===== config.mk =====
export PLATFORM = sky130hd
export DESIGN_NAME = ising_run_ctrl
export DESIGN_NICKNAME = d
export VERILOG_FILES = /design/src/rtl/ising_ctrl_pkg.sv /design/src/rtl/ising_phase_sync.sv /design/src/rtl/ising_run_ctrl.sv
export SDC_FILE = /design/constraint.sdc
export NUM_CORES = 1
export LEC_CHECK = 0
export ABC_CLOCK_PERIOD_IN_PS = 5430
export CAP_MARGIN = 20
export CORE_MARGIN = 2
export CORE_UTILIZATION = 45
export CTS_BUF_LIST = sky130_fd_sc_hd__clkbuf_16
export DETAILED_ROUTE_END_ITERATION = 16
export DONT_BUFFER_PORTS = 1
export GPL_ROUTABILITY_DRIVEN = 0
export PLACE_DENSITY = 0.58
export SYNTH_ARGS = -nofsm -noshare
export SYNTH_HDL_FRONTEND = slang
export SYNTH_HIERARCHICAL = 1
export SYNTH_SLANG_ARGS = --single-unit

===== constraint.sdc =====
create_clock -name clk -period 5.43 [get_ports clk]
set_clock_uncertainty 0.1 [all_clocks]
set_input_delay 0.2715 -clock clk [delete_from_list [all_inputs] [get_ports clk]]
set_output_delay 0.2715 -clock clk [all_outputs]
set_load 0.02 [all_outputs]

===== src/rtl/ising_ctrl_pkg.sv =====
// Shared definitions for the Ising array run controller: FSM state encoding,
// majority-snapshot spacing and the completed-run counter width.
package ising_ctrl_pkg;

  typedef enum logic [2:0] {
    ST_IDLE   = 3'd0,
    ST_HOLD   = 3'd1,
    ST_RUN    = 3'd2,
    ST_SAMPLE = 3'd3,
    ST_RESULT = 3'd4
  } state_e;

  localparam int unsigned SNAP_SPACING = 4;
  localparam int unsigned RUN_COUNT_W  = 16;

endpackage


===== src/rtl/ising_phase_sync.sv =====
// Per-bit multi-flop synchronizer bringing the free-running oscillator phases
// into the clk domain; all stages clear on reset.
module ising_phase_sync #(
  parameter int N_SPINS     = 8,
  parameter int SYNC_STAGES = 2
) (
  input  logic               clk,
  input  logic               rst,
  input  logic [N_SPINS-1:0] d,
  output logic [N_SPINS-1:0] q
);

  logic [N_SPINS-1:0] stage_q [SYNC_STAGES];
  logic [N_SPINS-1:0] stage_d [SYNC_STAGES];

  always_comb begin
    stage_d[0] = d;
    for (int i = 1; i < SYNC_STAGES; i++) begin
      stage_d[i] = stage_q[i-1];
    end
  end

  always_ff @(posedge clk or posedge rst) begin
    if (rst) begin
      for (int i = 0; i < SYNC_STAGES; i++) begin
        stage_q[i] <= '0;
      end
    end else begin
      for (int i = 0; i < SYNC_STAGES; i++) begin
        stage_q[i] <= stage_d[i];
      end
    end
  end

  assign q = stage_q[SYNC_STAGES-1];

endmodule


===== src/rtl/ising_run_ctrl.sv =====
// Sequences one anneal run of the oscillator array: hold, run, sample, result.
// Define ISING_MAJORITY_SAMPLE_EN to take a 3-snapshot per-bit majority vote.
module ising_run_ctrl
  import ising_ctrl_pkg::*;
#(
  parameter int N_SPINS     = 8,
  parameter int CNT_W       = 32,
  parameter int SYNC_STAGES = 2
) (
  input  logic                   clk,
  input  logic                   rst,
  input  logic                   start,
  input  logic                   abort,
  input  logic [CNT_W-1:0]       cfg_hold_cycles,
  input  logic [CNT_W-1:0]       cfg_run_cycles,
  input  logic [N_SPINS-1:0]     phase_in,
  output logic                   ising_rstn,
  output logic                   busy,
  output logic                   res_valid,
  input  logic                   res_ready,
  output logic [N_SPINS-1:0]     res_spins,
  output logic [RUN_COUNT_W-1:0] run_count
);

  // Result handshake: res_valid is high only in RESULT and res_spins is frozen
  // there; the transfer happens on any cycle with res_valid && res_ready.
  localparam logic [CNT_W-1:0] CNT_ONE    = CNT_W'(1);
  localparam logic [CNT_W-1:0] SNAP0_AT   = CNT_W'(SYNC_STAGES);
`ifdef ISING_MAJORITY_SAMPLE_EN
  localparam logic [CNT_W-1:0] SNAP1_AT   = CNT_W'(SYNC_STAGES + SNAP_SPACING);
  localparam logic [CNT_W-1:0] SNAP2_AT   = CNT_W'(SYNC_STAGES + 2 * SNAP_SPACING);
  localparam logic [CNT_W-1:0] SAMPLE_END = CNT_W'(SYNC_STAGES + 2 * SNAP_SPACING + 1);
`else
  localparam logic [CNT_W-1:0] SAMPLE_END = SNAP0_AT;
`endif

  logic [N_SPINS-1:0] sync_phase;

  ising_phase_sync #(
    .N_SPINS    (N_SPINS),
    .SYNC_STAGES(SYNC_STAGES)
  ) u_phase_sync (
    .clk(clk),
    .rst(rst),
    .d  (phase_in),
    .q  (sync_phase)
  );

  state_e                 state_q, state_d;
  logic [CNT_W-1:0]       cnt_q, cnt_d;
  logic [CNT_W-1:0]       hold_q, hold_d;
  logic [CNT_W-1:0]       run_q, run_d;
  logic [N_SPINS-1:0]     spins_q, spins_d;
  logic [RUN_COUNT_W-1:0] run_count_q, run_count_d;
  logic                   rstn_q, rstn_d;
  logic                   busy_q, busy_d;
  logic                   valid_q, valid_d;
`ifdef ISING_MAJORITY_SAMPLE_EN
  logic [N_SPINS-1:0]     snap0_q, snap0_d;
  logic [N_SPINS-1:0]     snap1_q, snap1_d;
  logic [N_SPINS-1:0]     snap2_q, snap2_d;
`endif

  always_comb begin
    state_d     = state_q;
    cnt_d       = cnt_q;
    hold_d      = hold_q;
    run_d       = run_q;
    spins_d     = spins_q;
    run_count_d = run_count_q;
`ifdef ISING_MAJORITY_SAMPLE_EN
    snap0_d     = snap0_q;
    snap1_d     = snap1_q;
    snap2_d     = snap2_q;
`endif
    case (state_q)
      ST_IDLE: begin
        if (start && !abort) begin
          state_d = ST_HOLD;
          hold_d  = cfg_hold_cycles;
          run_d   = cfg_run_cycles;
          cnt_d   = CNT_ONE;
        end
      end
      // cnt_q is 1-based so a >= compare covers hold=0 and never overflows.
      ST_HOLD: begin
        if (abort) begin
          state_d = ST_IDLE;
        end else if (cnt_q >= hold_q) begin
          state_d = (run_q == '0) ? ST_SAMPLE : ST_RUN;
          cnt_d   = CNT_ONE;
        end else begin
          cnt_d = cnt_q + CNT_ONE;
        end
      end
      ST_RUN: begin
        if (abort) begin
          state_d = ST_IDLE;
        end else if (cnt_q >= run_q) begin
          state_d = ST_SAMPLE;
          cnt_d   = CNT_ONE;
        end else begin
          cnt_d = cnt_q + CNT_ONE;
        end
      end
      ST_SAMPLE: begin
        if (abort) begin
          state_d = ST_IDLE;
        end else begin
          cnt_d = cnt_q + CNT_ONE;
`ifdef ISING_MAJORITY_SAMPLE_EN
          if (cnt_q == SNAP0_AT) snap0_d = sync_phase;
          if (cnt_q == SNAP1_AT) snap1_d = sync_phase;
          if (cnt_q == SNAP2_AT) snap2_d = sync_phase;
          if (cnt_q == SAMPLE_END) begin
            state_d = ST_RESULT;
            spins_d = (snap0_q & snap1_q) | (snap0_q & snap2_q) | (snap1_q & snap2_q);
          end
`else
          if (cnt_q == SAMPLE_END) begin
            state_d = ST_RESULT;
            spins_d = sync_phase;
          end
`endif
        end
      end
      ST_RESULT: begin
        if (abort) begin
          state_d = ST_IDLE;
        end else if (res_ready) begin
          state_d     = ST_IDLE;
          run_count_d = run_count_q + RUN_COUNT_W'(1);
        end
      end
      default: state_d = ST_IDLE;
    endcase

    // Outputs are registered from the next state so ising_rstn is a clean flop.
    rstn_d  = (state_d == ST_RUN) || (state_d == ST_SAMPLE);
    busy_d  = (state_d == ST_HOLD) || (state_d == ST_RUN) || (state_d == ST_SAMPLE);
    valid_d = (state_d == ST_RESULT);
  end

  always_ff @(posedge clk or posedge rst) begin
    if (rst) begin
      state_q     <= ST_IDLE;
      cnt_q       <= '0;
      hold_q      <= '0;
      run_q       <= '0;
      spins_q     <= '0;
      run_count_q <= '0;
      rstn_q      <= 1'b0;
      busy_q      <= 1'b0;
      valid_q     <= 1'b0;
`ifdef ISING_MAJORITY_SAMPLE_EN
      snap0_q     <= '0;
      snap1_q     <= '0;
      snap2_q     <= '0;
`endif
    end else begin
      state_q     <= state_d;
      cnt_q       <= cnt_d;
      hold_q      <= hold_d;
      run_q       <= run_d;
      spins_q     <= spins_d;
      run_count_q <= run_count_d;
      rstn_q      <= rstn_d;
      busy_q      <= busy_d;
      valid_q     <= valid_d;
`ifdef ISING_MAJORITY_SAMPLE_EN
      snap0_q     <= snap0_d;
      snap1_q     <= snap1_d;
      snap2_q     <= snap2_d;
`endif
    end
  end

  assign ising_rstn = rstn_q;
  assign busy       = busy_q;
  assign res_valid  = valid_q;
  assign res_spins  = spins_q;
  assign run_count  = run_count_q;

endmodule

After elaboration in Yosys (flattened, before gate mapping)
Index checks and enable logic that the tools add are counted.
{ "classes": {"n_addsub": 2, "n_mul": 0, "div_mod_pow": 0, "magnitude_cmp": 2, "n_eq_ne": 13, "shifts": 0, "muxes": 18, "bitwise": 1, "reduce_logical": 12} }
{ "op_table": {"columns": ["cell", "n"], "rows": [
  ["32-bit two-way mux", 6],
  ["32-bit one-hot mux with 4 select lines", 1],
  ["32-bit greater-or-equal comparator", 2],
  ["32-bit by 1-bit adder with 32-bit output, second input constant", 1],
  ["32-bit by 2-bit == test with 1-bit output, second input constant", 1],
  ["32-bit zero test", 1],
  ["3-bit two-way mux", 9],
  ["16-bit by 1-bit adder with 16-bit output, second input constant", 1],
  ["3-bit one-hot mux with 5 select lines", 1],
  ["3-bit by 2-bit == test with 1-bit output, second input constant", 4],
  ["2-bit inequality test, second input constant", 4],
  ["3-bit by 1-bit == test with 1-bit output, second input constant", 2],
  ["3-bit == test, second input constant", 2],
  ["3-bit AND reduction", 2],
  ["5-bit AND reduction", 1],
  ["4-bit nonzero test", 1],
  ["3-bit zero test", 1],
  ["1-bit logical OR", 3],
  ["2-bit AND reduction", 1],
  ["1-bit logical AND", 1],
  ["1-bit zero test", 1],
  ["1-bit two-way mux", 1],
  ["1-bit NOT", 1]
]} }
{ "word_totals": {"reg_bits": 142, "latchBits": 0, "mem_bits_rw": 0, "rom_bits": 0, "input_bits": 77, "out_inout_bits": 27, "wordCells": 59, "n_memories": 0} }

Longest topological paths before layout
Gate-level depths: netlist (run 1).
{ "logic_depth": {"depth_word": 8, "depth_mapped": 11, "mapped_depth_nobuf": 9} }

Modules after synthesis
Netlist (run 1), hierarchy kept.
{ "by_module_without_submodules": {"columns": ["module", "n_inst", "cells_per_inst", "area_each_um2", "seq_area_each_um2"], "rows": [
  ["ising_run_ctrl", 1, 787, 7211.9, 3153.0],
  ["ising_phase_sync", 1, 17, 404.1, 400.4]
]} }

Worst setup path after synthesis (run 1)
OpenSTA, ideal clock, no wires.
{ "synth_timing": {"path_type": "reg2reg", "startpoint": "register cnt_q[15]", "endpoint": "register cnt_q[20]", "setup_ps": 130, "arrival_time_ps": 2679, "t_required_ps": 5200, "setup_slack_ps": 2522, "path_stages_with_launch": 11, "path_buffers": 2, "synth_period_minus_slack_ps": 2908, "cell_sequence": "dfrtp_1 ha_1 nand4_1 nor3_1 or4b_2 a31oi_1 nand2_1 clkbuf_1 clkbuf_1 a41oi_1 o31ai_1"} }
{ "synth_via": {"elab_chain_len": 4, "elab_cells_between_ends": 9, "cone_classes": "1 x add/sub; 2 x order compare; 6 x mux"} }
{ "synth_lines": {"columns": ["item", "line_no", "source"], "rows": [
  ["start: declaration", "ising_run_ctrl.sv:50", "logic [CNT_W-1:0] cnt_q, cnt_d;"],
  ["start signal: assignment", "ising_run_ctrl.sv:162", "cnt_q <= cnt_d;"],
  ["32-bit by 1-bit adder with 32-bit output, or another cell as far along", "ising_run_ctrl.sv:93, ising_run_ctrl.sv:103, ising_run_ctrl.sv:110", null],
  ["32-bit two-way mux, on equally long branches", "ising_run_ctrl.sv:99, ising_run_ctrl.sv:89", null],
  ["32-bit two-way mux, on equally long branches", "ising_run_ctrl.sv:97, ising_run_ctrl.sv:87", null],
  ["32-bit one-hot mux with 4 select lines (*)", "ising_run_ctrl.sv:76", "case (state_q)"]
]} }
Mark *: on every way between the ends. The rest lies on a longest branch, timed or not. The select of a mux whose other input is x is not followed.
A chain may end at the register's enable or synchronous reset.

Final worst setup path (run 1)
{ "layout_timing": {"startpoint": "register cnt_q[0]", "endpoint": "register cnt_q[26]"} }
Same word-level chain as after synthesis.

==> results of run 1 <==
## flip-flops by register name, indices dropped and copies added (netlist names)
signal / count
run_count: 16
run_q: 32
res_valid: 1
busy: 1
ising_rstn: 1
cnt_q: 32
u_phase_sync/q: 8
state_q: 3
res_spins: 8
hold_q: 32
u_phase_sync/stage_d: 8
## path summary, 6_finish.rpt
kind	startpoint	endpoint	slack, ns	cells after the start
min in group asynchronous	rst	u_phase_sync/q[5]	0.32	2
hold / removal	abort	state_q[0]	0.03	3
hold reg to reg	u_phase_sync/stage_d[1]	u_phase_sync/q[1]	0.25	0
setup / recovery	cnt_q[0]	cnt_q[26]	1.69	10
max in group asynchronous	rst	run_q[16]	3.56	3
setup reg to reg	cnt_q[0]	cnt_q[26]	1.69	10
## report_power, final
part           switching, mW  internal, mW  leakage, nW
Combinational          0.680         0.443         1.95
Sequential             0.235          1.32         1.84
Clock                  0.465         0.766        0.294
Total                   1.38          2.53         4.08
## worst min-delay path, stage by stage
cell                       delay [ns]
sky130_fd_sc_hd__nor2_1          0.04
sky130_fd_sc_hd__o211ai_1        0.10
sky130_fd_sc_hd__nand3_1         0.09
## per-layer routing
layer	GRT usage	up-vias	wire [um]
met2	0.3678	152	9431
met4	0.06784	0	268
met3	0.05140	25	777
li1	-	2989	-
met5	0	-	0
met1	0.2890	2999	8599
## kinds of logic (layout without fill, tap and decap cells)
group | Yosys count | after routing
simple gates | 290 | 290
compound gates | 161 | 161
flops | 142 | 142
buf+inv | 113 | 190
fa+ha+maj | 67 | 67
mux | 16 | 16
xor+xnor | 15 | 15
## timing repair
action / in CTS / in global routing
gates resized for setup: 0 / 0
endpoints found under the hold margin: 170 / 0
hold buffers: 74 / 0
endpoints found under the setup margin: 0 / 0
## cells in the final DEF (no fill, tap or decap), types with 2 or more instances in the layout
| master | synthesis | layout |
|---|---|---|
| sky130_fd_sc_hd__dfrtp_1 | 142 | 142 |
| sky130_fd_sc_hd__nand2_1 | 118 | 118 |
| sky130_fd_sc_hd__inv_1 | 78 | 79 |
| sky130_fd_sc_hd__o21ai_0 | 78 | 78 |
| sky130_fd_sc_hd__dlygate4sd3_1 | 1 | 74 |
| sky130_fd_sc_hd__ha_1 | 67 | 67 |
| sky130_fd_sc_hd__nand4_1 | 54 | 54 |
| sky130_fd_sc_hd__nor2_1 | 32 | 32 |
| sky130_fd_sc_hd__nand3_1 | 23 | 23 |
| sky130_fd_sc_hd__a21oi_1 | 21 | 21 |
| sky130_fd_sc_hd__clkbuf_16 | 0 | 17 |
| sky130_fd_sc_hd__nor4_1 | 16 | 16 |
| sky130_fd_sc_hd__o311ai_0 | 13 | 13 |
| sky130_fd_sc_hd__xnor2_1 | 13 | 13 |
| sky130_fd_sc_hd__mux2_2 | 12 | 12 |
| sky130_fd_sc_hd__or2_2 | 10 | 10 |
| sky130_fd_sc_hd__nor3_1 | 8 | 8 |
| sky130_fd_sc_hd__a31oi_1 | 8 | 8 |
| sky130_fd_sc_hd__o211ai_1 | 8 | 8 |
| sky130_fd_sc_hd__buf_4 | 0 | 6 |
| sky130_fd_sc_hd__clkinvlp_4 | 0 | 5 |
| sky130_fd_sc_hd__a211oi_1 | 4 | 4 |
| sky130_fd_sc_hd__and3_1 | 5 | 4 |
| sky130_fd_sc_hd__a21o_1 | 4 | 4 |
| sky130_fd_sc_hd__o31ai_1 | 5 | 4 |
| sky130_fd_sc_hd__and4_1 | 4 | 4 |
| sky130_fd_sc_hd__mux2i_1 | 4 | 4 |
| sky130_fd_sc_hd__bufinv_16 | 0 | 4 |
| sky130_fd_sc_hd__o21a_1 | 3 | 3 |
| sky130_fd_sc_hd__and2_1 | 3 | 3 |
| sky130_fd_sc_hd__a21boi_0 | 3 | 3 |
| sky130_fd_sc_hd__a41oi_1 | 3 | 3 |
| sky130_fd_sc_hd__nand2b_1 | 2 | 2 |
| sky130_fd_sc_hd__a2111oi_0 | 2 | 2 |
| sky130_fd_sc_hd__nor4b_1 | 2 | 2 |
| sky130_fd_sc_hd__or4_4 | 2 | 2 |
| sky130_fd_sc_hd__or3_2 | 2 | 2 |
| sky130_fd_sc_hd__xor2_1 | 2 | 2 |
| sky130_fd_sc_hd__clkinv_4 | 0 | 2 |
## layout make-up
| class | count | area, um2 |
|---|---|---|
| clock inverter | 15 | 196.4 |
| timing repair buffer | 80 | 785.8 |
| clock buffer | 17 | 425.4 |
| sequential | 142 | 3553 |
| inverter | 78 | 295.3 |
| tap | 220 | 275.3 |
| multi-input combinational | 549 | 3610 |
| fill | 1465 | 7442 |
==> reports/qor.log, run 1 <==
[sta] period utilisation layout 0.6881
[global_route] largest net degree at the start of global routing 79
[synthesis] most used flip-flop cell after synthesis sky130_fd_sc_hd__dfrtp_1
[routing] via count 6165
[critical_path] CP Launch Type flip-flop
[sta] Worst Max-Slew Pin Slew 0.9284 ns
[power_and_ir_drop] leakage power 4.083 nW
[die] top-level port count 104
[clock_tree] TritonCTS clock tree done
[clock_tree] H-Tree Depth 4
[critical_path] critical path endpoint category flip-flop
[synthesis] Synth Area in Adders 0.1101
[critical_path] classification of the worst setup path flip-flop to flip-flop
[global_route] via count of the first global-routing pass 6135
[place] number of input and output port buffers inserted 0
[global_route] global-route wire length before repair 31060 um
[routing] remaining routing DRC violations 0
[critical_path] largest fanout on the critical path 38
[synthesis] ranking of synthesized cells by area sky130_fd_sc_hd__dfrtp_1 47%, sky130_fd_sc_hd__ha_1 11%, sky130_fd_sc_hd__nand2_1 5.8%, sky130_fd_sc_hd__o21ai_0 5.1%, sky130_fd_sc_hd__nand4_1 4.4%
[place] dpl ws 1.728 ns
[synthesis] Synth top cells by count 142 x sky130_fd_sc_hd__dfrtp_1, 118 x sky130_fd_sc_hd__nand2_1, 78 x sky130_fd_sc_hd__inv_1, 78 x sky130_fd_sc_hd__o21ai_0, 67 x sky130_fd_sc_hd__ha_1
[finish] Post-Layout Inst Area 0.009141 mm2
[synthesis] count of cell types in the netlist 57
[power_and_ir_drop] ratio of total power to cell area 427.6 mW/mm2
[sta] number of setup violations in the final report 0
[synthesis] cell area after technology mapping 0.007616 mm2
[sta] final-report max-slew violation count 0
[sta] setup repair after global routing missed its margin false
[synthesis] leading area contributor after synthesis sky130_fd_sc_hd__dfrtp_1
[synthesis] post-synthesis share of cell area spent on xor and xnor gates 0.01725
[clock_tree] Clock transition at path regs 0.06 ns
[synthesis] area fraction in compound gates after synthesis 0.1301
[routing] number of nets with antenna violations after routing 0
[sta] hold violation count in the final report 0
[die] starting utilization of the core area 0.4593
[finish] area growth from synthesis to layout 20.03%
[synthesis] share of synthesized cell area in and, or, nand and nor gates 0.1922
[hold_path] type of the worst min-delay path primary input to flip-flop
[clock_tree] sink count of the clock tree 142
[routing] post-DR wirelength/cell 17.33 um
[sta] worst-case setup margin in the final layout 1.693 ns
[place] Post-Place Cell Area 0.007779 mm2
[die] number of core rows 47
[power_and_ir_drop] maximum VDD drop 0.0003302 V
[clock_tree] worst-case clock buffer depth 2
[synthesis] sequential element share of the synthesized area 0.4666
[routing] starting DRC count in detailed routing 394
[place] half-perimeter wire length after detailed placement 13420 um
[clock_tree] root buffer cell sky130_fd_sc_hd__clkbuf_16
[critical_path] Critical path buffers and inverters 2
[synthesis] number of warning messages in the yosys log 6
[routing] first-pass detailed-route iteration total 5
[global_route] total track usage 0.2212
[clock_tree] worst-skew pair later-pin latency 0.43 ns
[synthesis] Syn Nets 948
[power_and_ir_drop] overall power of the completed layout 3.909 mW
[critical_path] cell type of the slowest stage on the worst timing path sky130_fd_sc_hd__a31o_2
[clock_tree] # Post-CTS Setup Buffers 0
[sta] worst hold slack after final layout 0.02809 ns
[synthesis] share of the synthesized area in the top cell type 0.4666
[synthesis] combinational family with the most area after synthesis simple AND/OR/NAND/NOR gates
[critical_path] signal arrival time at the worst endpoint 3.93 ns
[outcome] status completed
[global_route] antenna violations before repair 0
[finish] Final nets 1012
[finish] fin cells 1101
[finish] count of inserted antenna diode cells 0
[synthesis] number of synthesized register bits 142
[critical_path] family with the most delay on the worst path compound AO/OA/AOI/OAI gates
[finish] layout cells sized above 1 0.08059
[sta] final sum of negative setup slack 0 ns
[die] Die ar. 0.01798 mm2
[sta] Final Critical Period 3.737 ns
[critical_path] crit-path cells inv_1 > ha_1 > nand2b_1 > a2111oi_0 > nor4b_1 > o31ai_1 > a31o_2 > nand3_1 > buf_4 > o311ai_0
[synthesis] number of instances in the synthesized netlist 804
[routing] routed via count divided by cell count 5.599
[sta] headroom to the max-slew limit 0.3811
[global_route] global route total overflow 0
[critical_path] Critical Path RT 5.63 ns
[synthesis] proportion of synthesized area in mux cells 0.02300
[finish] Util after Layout 0.5512
[place] placed insts 995
[die] Die X-Extent 134.1 um
[clock_tree] TritonCTS buffer count 17
[synthesis] per-instance average area after synthesis 9.473 um2
[flow_run] number of maximum-capacitance violations 0
[sta] highest achievable clock rate 267.6 MHz
[critical_path] delay of the slowest cell on the worst path 0.77 ns
[die] core area 0.01658 mm2
[routing] final routed wirelength across all metal layers 19080 um
[synthesis] number of enable flip-flop cells after synthesis 0
[die] height of the chip 134.1 um
[synthesis] most common cell in the netlist sky130_fd_sc_hd__dfrtp_1
[synthesis] async set or reset register ratio after synthesis 1.000
(Power assumes the default switching activity.)
==> run 2: changes to the inputs <==
--- a/config.mk
+++ b/config.mk
@@ -5,7 +5,7 @@
 export SDC_FILE = /design/constraint.sdc
 export NUM_CORES = 1
 export LEC_CHECK = 0
-export ABC_CLOCK_PERIOD_IN_PS = 5430
+export ABC_CLOCK_PERIOD_IN_PS = 3800
 export CAP_MARGIN = 20
 export CORE_MARGIN = 2
 export CORE_UTILIZATION = 45
==> constraint.sdc (replaced) <==
create_clock -name clk -period 3.8 [get_ports clk]
set_clock_uncertainty 0.1 [all_clocks]
set_input_delay 0.19 -clock clk [delete_from_list [all_inputs] [get_ports clk]]
set_output_delay 0.19 -clock clk [all_outputs]
set_load 0.02 [all_outputs]
==> run 2 against run 1 <==
Via count is 0.92% higher. Final area is 1.2% higher. Sequential share of layout area is 0.47 points lower. Utilization is 0.68 points higher. Total power is 45% higher. Flip-flop and latch count stayed put. Non-clock buffer count is 9 higher. Clock power is 48% higher. First-iteration DRC count is 16% lower. Critical endpoint is now cnt_q[10]. Fmax is 12% higher.
==> reports/qor.log, run 2 (synthesis gave the netlist of run 1 again) <==
[finish] Util after Layout 0.5580
[die] core area 0.01658 mm2
[sta] final sum of negative setup slack 0 ns
[power_and_ir_drop] leakage power 4.166 nW
[critical_path] CP Launch Type flip-flop
[sta] headroom to the max-slew limit 0.3622
[routing] number of nets with antenna violations after routing 0
[power_and_ir_drop] ratio of total power to cell area 614.4 mW/mm2
[clock_tree] H-Tree Depth 4
[critical_path] Critical Path RT 3.98 ns
[die] top-level port count 104
[critical_path] family with the most delay on the worst path compound AO/OA/AOI/OAI gates
[routing] starting DRC count in detailed routing 329
[finish] largest registers ranked by flip-flop count cnt_q x32, hold_q x32, run_q x32
[flow_run] number of maximum-capacitance violations 0
[finish] layout cells sized above 1 0.08876
[clock_tree] root buffer cell sky130_fd_sc_hd__clkbuf_16
[sta] Worst Max-Slew Pin Slew 0.9566 ns
[sta] number of setup violations in the final report 0
[critical_path] largest fanout on the critical path 17
[global_route] total track usage 0.2257
[power_and_ir_drop] net switching fraction of the power 0.3484
[place] half-perimeter wire length after detailed placement 13620 um
[critical_path] signal arrival time at the worst endpoint 3.53 ns
[power_and_ir_drop] internal power 3.705 mW
[critical_path] classification of the worst setup path flip-flop to flip-flop
[critical_path] critical path endpoint category flip-flop
[routing] routed via count divided by cell count 5.605
[die] number of core rows 47
[critical_path] worst reg2reg startpoint cnt_q[0]
[die] Die X-Extent 134.1 um
[die] starting utilization of the core area 0.4593
[power_and_ir_drop] switching pwr 1.981 mW
[global_route] antenna violations before repair 0
[clock_tree] TritonCTS buffer count 17
[hold_path] type of the worst min-delay path primary input to flip-flop
[outcome] status completed
[global_route] largest net degree at the start of global routing 107
[routing] final routed wirelength across all metal layers 19270 um
[clock_tree] worst-case clock buffer depth 2
[finish] commonest non-fill, non-tap cells in the layout 142 x sky130_fd_sc_hd__dfrtp_1, 118 x sky130_fd_sc_hd__nand2_1, 79 x sky130_fd_sc_hd__inv_1
[sta] period utilisation layout 0.8806
[sta] hold violation count in the final report 0
[critical_path] delay of the slowest cell on the worst path 0.46 ns
[routing] remaining routing DRC violations 0
[die] Die ar. 0.01798 mm2
[power_and_ir_drop] share of power burned in the clock network 0.320
[finish] filler cell count 1433
[critical_path] Critical path buffers and inverters 2
[power_and_ir_drop] combinational share of power 0.292
[routing] first-pass detailed-route iteration total 5
[finish] most common cell after layout, fill and taps aside sky130_fd_sc_hd__dfrtp_1
[critical_path] Worst Setup SP cnt_q[0]
[clock_tree] TritonCTS clock tree done
[hold_path] min-delay src res_ready
[global_route] via count of the first global-routing pass 6268
[routing] post-DR wirelength/cell 17.36 um
[routing] via count 6222
[sta] setup repair after global routing missed its margin false
[die] height of the chip 134.1 um
[critical_path] crit-path cells inv_1 > ha_1 > nand2b_1 > a2111oi_0 > nor4b_1 > o31ai_1 > a31o_2 > nand3_2 > buf_12 > o311ai_0
[sta] highest achievable clock rate 298.8 MHz
[global_route] global-route wire length before repair 31730 um
[global_route] global route total overflow 0
[sta] Final Critical Period 3.346 ns
[power_and_ir_drop] maximum VDD drop 0.0004297 V
[finish] count of inserted antenna diode cells 0
[clock_tree] Clock transition at path regs 0.06 ns
[sta] final-report max-slew violation count 0
[finish] Final nets 1021
[place] number of input and output port buffers inserted 0
[finish] area growth from synthesis to layout 21.50%
[power_and_ir_drop] relative contribution of sequential cells to total power 0.388
[clock_tree] sink count of the clock tree 142
[clock_tree] worst-skew pair later-pin latency 0.42 ns
[critical_path] cell type of the slowest stage on the worst timing path sky130_fd_sc_hd__a2111oi_0
## run 2: cell count changes in the layout (fill, tap and decap cells not counted), sizes merged
cell / previous run / this run
bufinv: 4 / 5
buf: 6 / 13
clkinvlp: 5 / 1
inv: 81 / 82
dlygate4sd3: 74 / 76
clkinv: 3 / 5
## run 2: final timing paths
check	endpoint	slack [ns]	cells past startpoint
setup / recovery	cnt_q[10]	0.45	10
hold / removal	run_count[2]	0.12	3
setup reg to reg	cnt_q[10]	0.45	10
hold reg to reg	u_phase_sync/q[2]	0.25	0
max in group asynchronous	cnt_q[14]	2.27	3
min in group asynchronous	u_phase_sync/q[5]	0.23	2
## run 2: final cells by class
class	instances	area, um2	share of cell area
multi-input combinational	549	3615	0.3906
sequential	142	3553	0.3840
timing repair buffer	89	870.8	0.09410
clock buffer	17	425.4	0.04597
inverter	78	295.3	0.03191
tap	220	275.3	0.02975
clock inverter	15	219.0	0.02366
## run 2: metal layers
layer,vias up,GRT usage,wire (um)
met5,-,0,0
met4,0,0.08421,301
met3,23,0.04762,781
met2,175,0.3667,9377
met1,3018,0.2990,8807
li1,3006,-,-
## run 2: power groups by stage
| stage | Sequential [mW] | Clock, mW | Combinational, mW |
|---|---|---|---|
| final | 2.20 | 1.82 | 1.66 |
| after global routing | 2.26 | 1.92 | 1.93 |
| after CTS | 2.20 | 1.85 | 1.67 |
| after detailed placement | 2.23 | 0 | 1.59 |
| after global placement | 2.21 | 0 | 1.52 |
| after floorplan | 2.11 | 0 | 1.21 |
## run 2: what timing repair did
item | CTS | global route
endpoints found under the hold margin | 167 | 0
gates resized for setup | 0 | 1
endpoints found under the setup margin | 0 | 1
hold buffers | 76 | 0
setup buffers | 0 | 0
## run 2: tightest hold or removal path: stages
cell	delay, ns
sky130_fd_sc_hd__and4_1	0.25
sky130_fd_sc_hd__nand2_1	0.11
sky130_fd_sc_hd__xnor2_1	0.06
## run 2: metrics by stage
stage | power [mW] | cells | setup WS [ns] | hold slack [ns] | instance area (um2)
after CTS | 5.722 | 1110 | 0.3582 | 0.1007 | 9249
after floorplan | 3.318 | 804 | 0.1541 | 0.003740 | 7616
after global routing | 6.114 | 1110 | 0.1542 | 0.1264 | 9254
after global placement | 3.729 | 1002 | 0.5126 | 0.04776 | 7844
final | 5.686 | 1110 | 0.4537 | 0.1191 | 9254
after detailed placement | 3.814 | 1002 | 0.4145 | 0.06828 | 7844
